File: config.mk
export PLATFORM = sky130hd
export DESIGN_NAME = alu_ctrl_fsm
export DESIGN_NICKNAME = d
export VERILOG_FILES = /design/src/rtl/alu_ctrl_fsm.sv
export SDC_FILE = /design/constraint.sdc
export NUM_CORES = 1
export LEC_CHECK = 0
export CORE_ASPECT_RATIO = 1.2
export CORE_UTILIZATION = 40
export CTS_CLUSTER_SIZE = 10
export DETAILED_ROUTE_END_ITERATION = 8
export PLACE_DENSITY_LB_ADDON = 0.15
export SETUP_SLACK_MARGIN = 0.15
export SYNTH_ARGS = -nofsm -noshare
export SYNTH_HDL_FRONTEND = slang
export SYNTH_SLANG_ARGS = --single-unit
File: constraint.sdc
create_clock -name clk -period 1.6 [get_ports clk]
set_input_delay 0.32 -clock clk [delete_from_list [all_inputs] [get_ports clk]]
set_output_delay 0.32 -clock clk [all_outputs]
set_load 0.01 [all_outputs]
File: src/rtl/alu_ctrl_fsm.sv
// Multi-cycle RV32I control unit: sequences each instruction through the datapath
// and decodes op/funct3/funct7b5 into the ALU operation code.
module alu_ctrl_fsm #(
  parameter bit ILLEGAL_HALT = 1'b1
) (
  input  logic       clk,
  input  logic       rst,
  input  logic [6:0] op,
  input  logic [2:0] funct3,
  input  logic       funct7b5,
  input  logic       Zero,
  input  logic       mem_ready,
  output logic       PCWrite,
  output logic       AdrSrc,
  output logic       MemWrite,
  output logic       IRWrite,
  output logic       RegWrite,
  output logic [1:0] ResultSrc,
  output logic [1:0] ALUSrcA,
  output logic [1:0] ALUSrcB,
  output logic [1:0] ImmSrc,
  output logic [2:0] ALUControl,
  output logic       illegal,
  output logic       halted
);
  localparam logic [6:0] OP_LW = 7'b0000011, OP_SW = 7'b0100011, OP_R   = 7'b0110011,
                         OP_I  = 7'b0010011, OP_B  = 7'b1100011, OP_JAL = 7'b1101111;
  localparam logic [2:0] ALU_ADD = 3'b000, ALU_SUB = 3'b001, ALU_AND = 3'b010,
                         ALU_OR  = 3'b011, ALU_XOR = 3'b100, ALU_SLT = 3'b101;

  typedef enum logic [3:0] {
    S_FETCH, S_DECODE, S_MEMADR, S_MEMREAD, S_MEMWB, S_MEMWRITE,
    S_EXECR, S_EXECI, S_ALUWB, S_BEQ, S_JAL, S_HALT
  } state_t;

  state_t state, next;
  logic [2:0] alu_op;
  logic       alu_ok, r_ok;

  always_ff @(posedge clk or posedge rst)
    if (rst) state <= S_FETCH;
    else     state <= next;

  always_comb begin
    alu_op = ALU_ADD;
    alu_ok = 1'b1;
    case (funct3)
      3'b000:  alu_op = (op == OP_R && funct7b5) ? ALU_SUB : ALU_ADD;
      3'b010:  alu_op = ALU_SLT;
      3'b100:  alu_op = ALU_XOR;
      3'b110:  alu_op = ALU_OR;
      3'b111:  alu_op = ALU_AND;
      default: alu_ok = 1'b0;
    endcase
    // funct7b5 set is only meaningful for SUB on R-type
    r_ok = alu_ok && (!funct7b5 || funct3 == 3'b000);
  end

  always_comb begin
    next       = state;
    PCWrite    = 1'b0;
    AdrSrc     = 1'b0;
    MemWrite   = 1'b0;
    IRWrite    = 1'b0;
    RegWrite   = 1'b0;
    ResultSrc  = 2'b00;
    ALUSrcA    = 2'b00;
    ALUSrcB    = 2'b00;
    ALUControl = ALU_ADD;
    illegal    = 1'b0;
    halted     = 1'b0;
    case (op)
      OP_SW:   ImmSrc = 2'b01;
      OP_B:    ImmSrc = 2'b10;
      OP_JAL:  ImmSrc = 2'b11;
      default: ImmSrc = 2'b00;
    endcase
    case (state)
      S_FETCH: begin
        ALUSrcB   = 2'b10;
        ResultSrc = 2'b10;
        IRWrite   = mem_ready;
        PCWrite   = mem_ready;
        if (mem_ready) next = S_DECODE;
      end
      S_DECODE: begin
        ALUSrcA = 2'b01;
        ALUSrcB = 2'b01;
        case (op)
          OP_LW, OP_SW: next = S_MEMADR;
          OP_R:   if (r_ok) next = S_EXECR; else illegal = 1'b1;
          OP_I:   if (alu_ok) next = S_EXECI; else illegal = 1'b1;
          OP_B:   if (funct3 == 3'b000) next = S_BEQ; else illegal = 1'b1;
          OP_JAL: next = S_JAL;
          default: illegal = 1'b1;
        endcase
        if (illegal) next = ILLEGAL_HALT ? S_HALT : S_FETCH;
      end
      S_MEMADR: begin
        ALUSrcA = 2'b10;
        ALUSrcB = 2'b01;
        next    = (op == OP_LW) ? S_MEMREAD : S_MEMWRITE;
      end
      S_MEMREAD: begin
        AdrSrc = 1'b1;
        if (mem_ready) next = S_MEMWB;
      end
      S_MEMWB: begin
        ResultSrc = 2'b01;
        RegWrite  = 1'b1;
        next      = S_FETCH;
      end
      S_MEMWRITE: begin
        AdrSrc   = 1'b1;
        MemWrite = 1'b1;
        if (mem_ready) next = S_FETCH;
      end
      S_EXECR: begin
        ALUSrcA    = 2'b10;
        ALUControl = alu_op;
        next       = S_ALUWB;
      end
      S_EXECI: begin
        ALUSrcA    = 2'b10;
        ALUSrcB    = 2'b01;
        ALUControl = alu_op;
        next       = S_ALUWB;
      end
      S_ALUWB: begin
        RegWrite = 1'b1;
        next     = S_FETCH;
      end
      S_BEQ: begin
        ALUSrcA    = 2'b10;
        ALUControl = ALU_SUB;
        PCWrite    = Zero;
        next       = S_FETCH;
      end
      S_JAL: begin
        ALUSrcA = 2'b01;
        ALUSrcB = 2'b10;
        PCWrite = 1'b1;
        next    = S_ALUWB;
      end
      S_HALT: halted = 1'b1;
      default: next = S_FETCH;
    endcase
    // Reset is asynchronous, so outputs are forced quiet directly rather than via state
    if (rst) begin
      PCWrite    = 1'b0;
      AdrSrc     = 1'b0;
      MemWrite   = 1'b0;
      IRWrite    = 1'b0;
      RegWrite   = 1'b0;
      ResultSrc  = 2'b00;
      ALUSrcA    = 2'b00;
      ALUSrcB    = 2'b00;
      ImmSrc     = 2'b00;
      ALUControl = ALU_ADD;
      illegal    = 1'b0;
      halted     = 1'b0;
    end
  end
endmodule
==> reports/qor.csv, run 1 <==
metric,value,unit
ctsHtreeMaxLevel,1,
cts_made_buffers,3,
synth_common_cells,"nand2_1, nor2_1, o21ai_0",
post_cts_buffers,19,
seq_area_frac_synth,14.5,%
yosysUniqueCellTypes,37,
synth_edf_count,0,
syn_avg_cell_area,6.68,um^2
ctsLongestPathBuffers,2,
yosys.area.top_type_share,14.5,%
die_x,39.9,um
synth_area_leaders,"dfrtp_1, nand2_1, nor4_1",
ys_dominant_reg_cell,dfrtp_1,
die_h,47.4,um
toolErrorMsg,"[ERROR DPL-0038] Utilization greater than 100%, impossible to legalize",
yosysTopAreaCell,dfrtp_1,
synth-seq-cells,4,
syn_inst,103,
synth_area,688,um^2
cts_resized,156,
yosysWarnings,0,
dp_cells,187,
io_buffers,32,
yosysMostFrequentCell,nand2_1,
status,aborted with a tool error,
synth_fp_nets,118,
cts_hold_buf,0,
hpwl,2080,um
start_util,42.4,%
place.gp.congestion,0.911,
cts_root_buf,clkbuf_4,
rows,16,
cts.sinks,4,
ioPinCount,33,
async_reset_ff_share,100,%
lastStage,4_1_cts,
per-stage QoR:
step,setup TNS (ns),setup slack (ns),hold WS (ns),utilization (%),instance area (um^2)
after detailed placement,-12.17,-0.896,0.542,84.9,1380
after global placement,-11.61,-0.866,0.548,84.9,1380
after floorplan,-0.0258,-0.0258,0.348,-,767
logic make-up after synthesis:
logic type             after synthesis  synth area share [%]
AO/OA/AOI/OAI                       30                  29.8
AND/OR/NAND/NOR                     53                  41.8
XOR/XNOR                             4                  5.09
buffers and inverters               12                  8.73
flip-flops                           4                  14.5
==> run 2: changes to the inputs <==
==> config.mk (replaced) <==
export PLATFORM = sky130hd
export DESIGN_NAME = alu_ctrl_fsm
export DESIGN_NICKNAME = d
export VERILOG_FILES = /design/src/rtl/alu_ctrl_fsm.sv
export SDC_FILE = /design/constraint.sdc
export NUM_CORES = 1
export LEC_CHECK = 0
export CORE_AREA = 2 2 63 65
export DETAILED_ROUTE_END_ITERATION = 8
export DIE_AREA = 0 0 65 67
export PLACE_DENSITY_LB_ADDON = 0.15
export SYNTH_ARGS = -nofsm -noshare
export SYNTH_HDL_FRONTEND = slang
export SYNTH_SLANG_ARGS = --single-unit
==> run 2 against run 1 <==
  * The flow now finishes, with violations (negative setup slack)
  * Synthesized area did not move
  * Synthesized cell count did not move
==> reports/qor.csv, run 2 <==
metric,value,unit,change
ys_dominant_reg_cell,dfrtp_1,,unchanged
status,"finished, violations left",,was aborted with a tool error
fin_crit_sh,115,%,
drv_slew,0,,
clk_pin_slew,0.03,ns,
syn_inst,103,,unchanged
antenna_found_initial,0,,
die_x,65,um,was 39.9 um
syn_avg_cell_area,6.68,um^2,unchanged
cts_root_buf,clkbuf_8,,was clkbuf_4
cp-end-kind,output pin,,
core,3610,um^2,
power_leakage,0.801,nW,
ctsLongestPathBuffers,2,,unchanged
place_worst_setup_slack,-0.924,ns,was -0.896 ns
rows,22,,was 16
worstMarginPinSlew,0.245,ns,
synth_area,688,um^2,unchanged
setup_slack,-0.248,ns,
routed_wl,3350,um,
critPathMaxFanout,3,,
power.density,1400,nW/um^2,
ctsHtreeMaxLevel,1,,unchanged
rsz0062_at_grt,true,,
final_common_cell,buf_4,,
vias,1163,,
area_growth,164,%,
clk_latency,0.22,ns,
cts.sinks,4,,unchanged
grt_usage,15.3,%,
async_reset_ff_share,100,%,unchanged
critical_path_class,reg -> out,,
period_minus_slack,1.85,ns,
layout.nets,210,,
critPathLaunchType,flip-flop,,
drive_gt1_share,68.9,%,
start_util,19.1,%,was 42.4%
drv_cap,0,,
seq_area_frac_synth,14.5,%,unchanged
hold_class,in -> async,,
post-route-drc-count,0,,
diodes,0,,
top_regs,state x4,,
timing.rr.end,state[2],,
holdWs,0.271,ns,
yosysUniqueCellTypes,37,,unchanged
stdcell_count,241,,
relSlewSlack,83.6,%,
yosysWarnings,0,,unchanged
synth_fp_nets,118,,unchanged
io_buffers,32,,unchanged
viasPerCell,4.83,,
synth-seq-cells,4,,unchanged
yosys.area.top_type_share,14.5,%,unchanged
synth_edf_count,0,,unchanged
violations,negative setup slack,,
ioPinCount,33,,unchanged
place.gp.congestion,0.893,,was 0.911
cts_hold_buf,0,,unchanged
yosysMostFrequentCell,nand2_1,,unchanged
synth_common_cells,"nand2_1, nor2_1, o21ai_0",,unchanged
grt_max_degree,13,,
skew,0.00551,ns,
largest_reg_flops,4,,
first_iter_violations,35,,
detail-route-antenna-nets,0,,
irDropWorstVdd,0.000391,V,
finalSetupViolCount,17,,
hpwl,2290,um,was 2080 um
reg2reg_from,state[0],,
die-area,4360,um^2,
regMostFlops,state,,
fmax,541,MHz,
dp_cells,220,,was 187
yosysTopAreaCell,dfrtp_1,,unchanged
required,1.28,ns,
cts_tree,yes,,
synth_area_leaders,"dfrtp_1, nand2_1, nor4_1",,unchanged
grt_pass1_vias,1152,,
rr_worst_depth,7,,
cp.arrival,1.53,ns,
final_cell_mix,"buf_4, buf_6, buf_2",,
wire_per_inst,13.9,um,
drtPass1Iterations,4,,
cts_made_buffers,3,,unchanged
die_h,67,um,was 47.4 um
hold_viol,0,,
grt_pass1_wl,5160,um,
grt-ovfl-total,0,,
reg2reg_setup_slack,-0.05,ns,
==> run 2: cell counts after synthesis <==
No cell type changed its count.
==> run 2: power breakdown <==
part,internal (mW),switching [mW]
clock network,0.160,0.0481
logic,1.12,0.995
registers,0.156,0.0600
total,1.44,1.10
==> run 2: kinds of logic (layout without fill, tap and decap cells) <==
family	after synthesis	count (layout)	synth area share (%)
AND/OR/NAND/NOR	53	53	41.8
XOR/XNOR	4	4	5.09
AO/OA/AOI/OAI	30	30	29.8
buffers and inverters	12	102	8.73
flip-flops	4	4	14.5
==> run 2: layer usage <==
| layer | GRT usage (%) | wire, um | vias to the layer above |
|---|---|---|---|
| met5 | 0 | 0 | - |
| met4 | 2.39 | 0 | 0 |
| met3 | 2.53 | 144 | 0 |
| met2 | 30.2 | 1880 | 34 |
| met1 | 17.2 | 1330 | 560 |
| li1 | - | - | 569 |
==> run 2: final cells by class <==
class                      count  area (um^2)
timing repair buffer          94          785
inverter                       5         21.3
tap                           48         60.1
multi-input combinational     87          805
fill                         346         1790
sequential                     4          104
clock buffer                   3         41.3
==> run 2: through the flow <==
stage,utilization (%),area [um^2],power (mW),setup TNS [ns]
floorplan,-,707,0.920,-0.0823
global placement,38.2,1380,1.64,-12.22
detailed placement,38.2,1380,1.65,-12.34
CTS,45.7,1650,2.18,-2.42
global route,50.3,1820,2.70,-3.12
finish,50.3,1820,2.54,-2.06
==> run 2: critical path: stages, from the launching register on <==
cell and delay (ns):
dfrtp_2 0.40, buf_6 0.13, or4_4 0.54, o32ai_2 0.09, buf_2 0.16
==> run 2: worst max path at each step <==
stage / start / endpoint / cells past startpoint
floorplan: state[3] / ALUSrcB[1] / 3
global placement: op[5] / illegal / 7
detailed placement: op[5] / illegal / 7
CTS: state[3] / ALUControl[0] / 4
global route: state[1] / ALUSrcB[1] / 4
finish: state[3] / ALUControl[0] / 4
==> run 2: what timing repair did <==
action	4_1_cts	5_1_grt
buffers inserted	15	6
setup endpoints to repair	22	22
resized for setup	150	51
pin swaps	22	17
(Power assumes the default switching activity.)
==> run 3: changes to the inputs <==
--- a/config.mk
+++ b/config.mk
@@ -9,6 +9,7 @@
 export DETAILED_ROUTE_END_ITERATION = 8
 export DIE_AREA = 0 0 65 67
 export PLACE_DENSITY_LB_ADDON = 0.15
+export REMOVE_ABC_BUFFERS = 1
 export SYNTH_ARGS = -nofsm -noshare
 export SYNTH_HDL_FRONTEND = slang
 export SYNTH_SLANG_ARGS = --single-unit
==> run 3 against run 2 <==
  * The flow still finishes with violations (negative setup slack)
  * Sequential cell count stayed put
  * Total power up 2.6%
  * Critical path depth grew 2
  * Critical path type unchanged
  * First-iteration DRC count grew 130%
  * Setup slack worse by 0.066 ns
  * Sequential power increased by 18%
  * Via count fell by 2.7%
==> reports/qor.csv, run 3 (same netlist as run 2, synthesis figures left out) <==
metric,value,unit,change
status,"finished, violations left",,unchanged
violations,negative setup slack,,unchanged
cts.sinks,4,,unchanged
skew,0.000617,ns,was 0.00551 ns
die_h,67,um,unchanged
fmax,523,MHz,was 541 MHz
final_common_cell,buf_4,,unchanged
antenna_found_initial,0,,unchanged
final_area,1810,um^2,was 1820 um^2
start_util,19.1,%,unchanged
core,3610,um^2,unchanged
rsz0062_at_grt,true,,unchanged
fin_crit_sh,120,%,was 115%
largest_reg_flops,4,,unchanged
top_regs,state x4,,unchanged
grt-ovfl-total,0,,unchanged
detail-route-antenna-nets,0,,unchanged
worst_path_max_delay_cell,dfrtp_2,,was or4_4
place.gp.congestion,0.773,,was 0.893
hold_class,in -> async,,unchanged
rows,22,,unchanged
grt_pass1_vias,1181,,was 1152
power_leakage,0.780,nW,was 0.801 nW
critPathMaxStageDelay,0.44,ns,was 0.54 ns
cp.arrival,1.59,ns,was 1.53 ns
finalSetupTns,-2.91,ns,was -2.06 ns
place_worst_setup_slack,-0.993,ns,was -0.924 ns
relSlewSlack,81.0,%,was 83.6%
final_cell_mix,"buf_4, buf_6, buf_2",,unchanged
ctsHtreeMaxLevel,1,,unchanged
worst-path-buf-inv,3,,was 2
power.density,1440,nW/um^2,was 1400 nW/um^2
required,1.28,ns,about the same
wire_per_inst,14.2,um,was 13.9 um
drive_gt1_share,68.4,%,was 68.9%
irDropWorstVdd,0.000663,V,was 0.000391 V
routed_wl,3410,um,was 3350 um
drtPass1Iterations,4,,unchanged
clk_pin_slew,0.03,ns,about the same
regArea,105,um^2,was 104 um^2
critPathMaxFanout,7,,was 3
grt_max_degree,10,,was 13
crit_family,flip-flops,,was simple AND/OR/NAND/NOR gates
drv_slew,0,,unchanged
first_iter_violations,82,,was 35
cp-end-kind,output pin,,unchanged
postPlaceCellArea,1340,um^2,was 1380 um^2
hold_viol,0,,unchanged
die_x,65,um,unchanged
vias,1132,,was 1163
critPathLaunchType,flip-flop,,unchanged
ioPinCount,33,,unchanged
critPathMostFrequentCell,buf_4,,
io_buffers,32,,unchanged
ctsLongestPathBuffers,2,,unchanged
setup_slack,-0.314,ns,was -0.248 ns
drv_cap,0,,unchanged
clk_latency,0.22,ns,about the same
worstMarginPinSlew,0.282,ns,was 0.245 ns
cts_hold_buf,0,,unchanged
post-route-drc-count,0,,unchanged
cts_tree,yes,,unchanged
cts_root_buf,clkbuf_8,,unchanged
fill_cells,356,,was 346
layout.nets,210,,unchanged
period_minus_slack,1.91,ns,was 1.85 ns
hpwl,2240,um,was 2290 um
cp_cell_sequence,buf_4 > nor4_4 > and2_1 > buf_4 > a31o_4 > buf_6,,was buf_6 > or4_4 > o32ai_2 > buf_2
multi_input_area,821,um^2,was 805 um^2
viasPerCell,4.70,,was 4.83
area_growth,163,%,was 164%
grt_usage,15.7,%,was 15.3%
grt_pass1_wl,5320,um,was 5160 um
cts_made_buffers,3,,unchanged
utilization,50.1,%,was 50.3%
regMostFlops,state,,unchanged
critical_path_class,reg -> out,,unchanged
finalSetupViolCount,17,,unchanged
diodes,0,,unchanged
die-area,4360,um^2,unchanged
==> run 3: repair_timing <==
item                                    4_1_cts  5_1_grt
buffers inserted                             16        8
gates resized for setup                     147       47
pin swaps                                    21       19
endpoints found under the setup margin       22       22
==> run 3: area by class of cell <==
type	instances	area share [%]
Clock buffer	3	2.29
Inverter	5	1.18
Multi-Input combinational cell	87	45.4
Sequential cell	4	5.82
Tap cell	48	3.32
Timing Repair Buffer	94	42.0
==> run 3: power by group <==
| group | total (mW) | internal, mW | switching [mW] |
|---|---|---|---|
| Clock | 0.211 | 0.160 | 0.0505 |
| Combinational | 2.14 | 1.15 | 0.995 |
| Sequential | 0.254 | 0.158 | 0.0963 |
| Total | 2.61 | 1.47 | 1.14 |
==> run 3: layer usage <==
metal	up-vias	global-route usage, %	part of all wire [%]
li1	572	-	-
met1	538	18.9	42
met2	18	28.5	54
met3	4	2.87	3.2
met4	0	4.26	1.2
met5	-	0	0
==> run 3: worst reg2reg max path: cells and delay by family, from the launching register on <==
kind	cells	cell delay (ns)
buffers and inverters	3	0.39
DFF	1	0.45
and+or+nand+nor	1	0.08
AOI/OAI and AO/OA	4	0.64
==> run 3: path summary, 6_finish.rpt <==
kind	from	to	slack, ns	depth (start not counted)
worst min-delay path	rst	state[1]	0.45	4
min in group clk	funct3[2]	state[1]	0.66	5
worst min register to register	state[3]	state[2]	0.89	3
worst max-delay path	state[0]	PCWrite	-0.31	6
worst max register to register	state[1]	state[1]	-0.07	8
max in group asynchronous	rst	state[0]	1.03	4
==> run 3: metrics by stage <==
stage / hold WS (ns) / instances / power [mW]
4_1_cts: 0.443 / 235 / 2.10
2_1_floorplan: 0.0912 / 96 / 0.782
3_3_place_gp: 0.843 / 218 / 1.58
3_5_place_dp: 0.829 / 218 / 1.58
6_report: 0.453 / 241 / 2.61
5_1_grt: 0.486 / 241 / 2.78
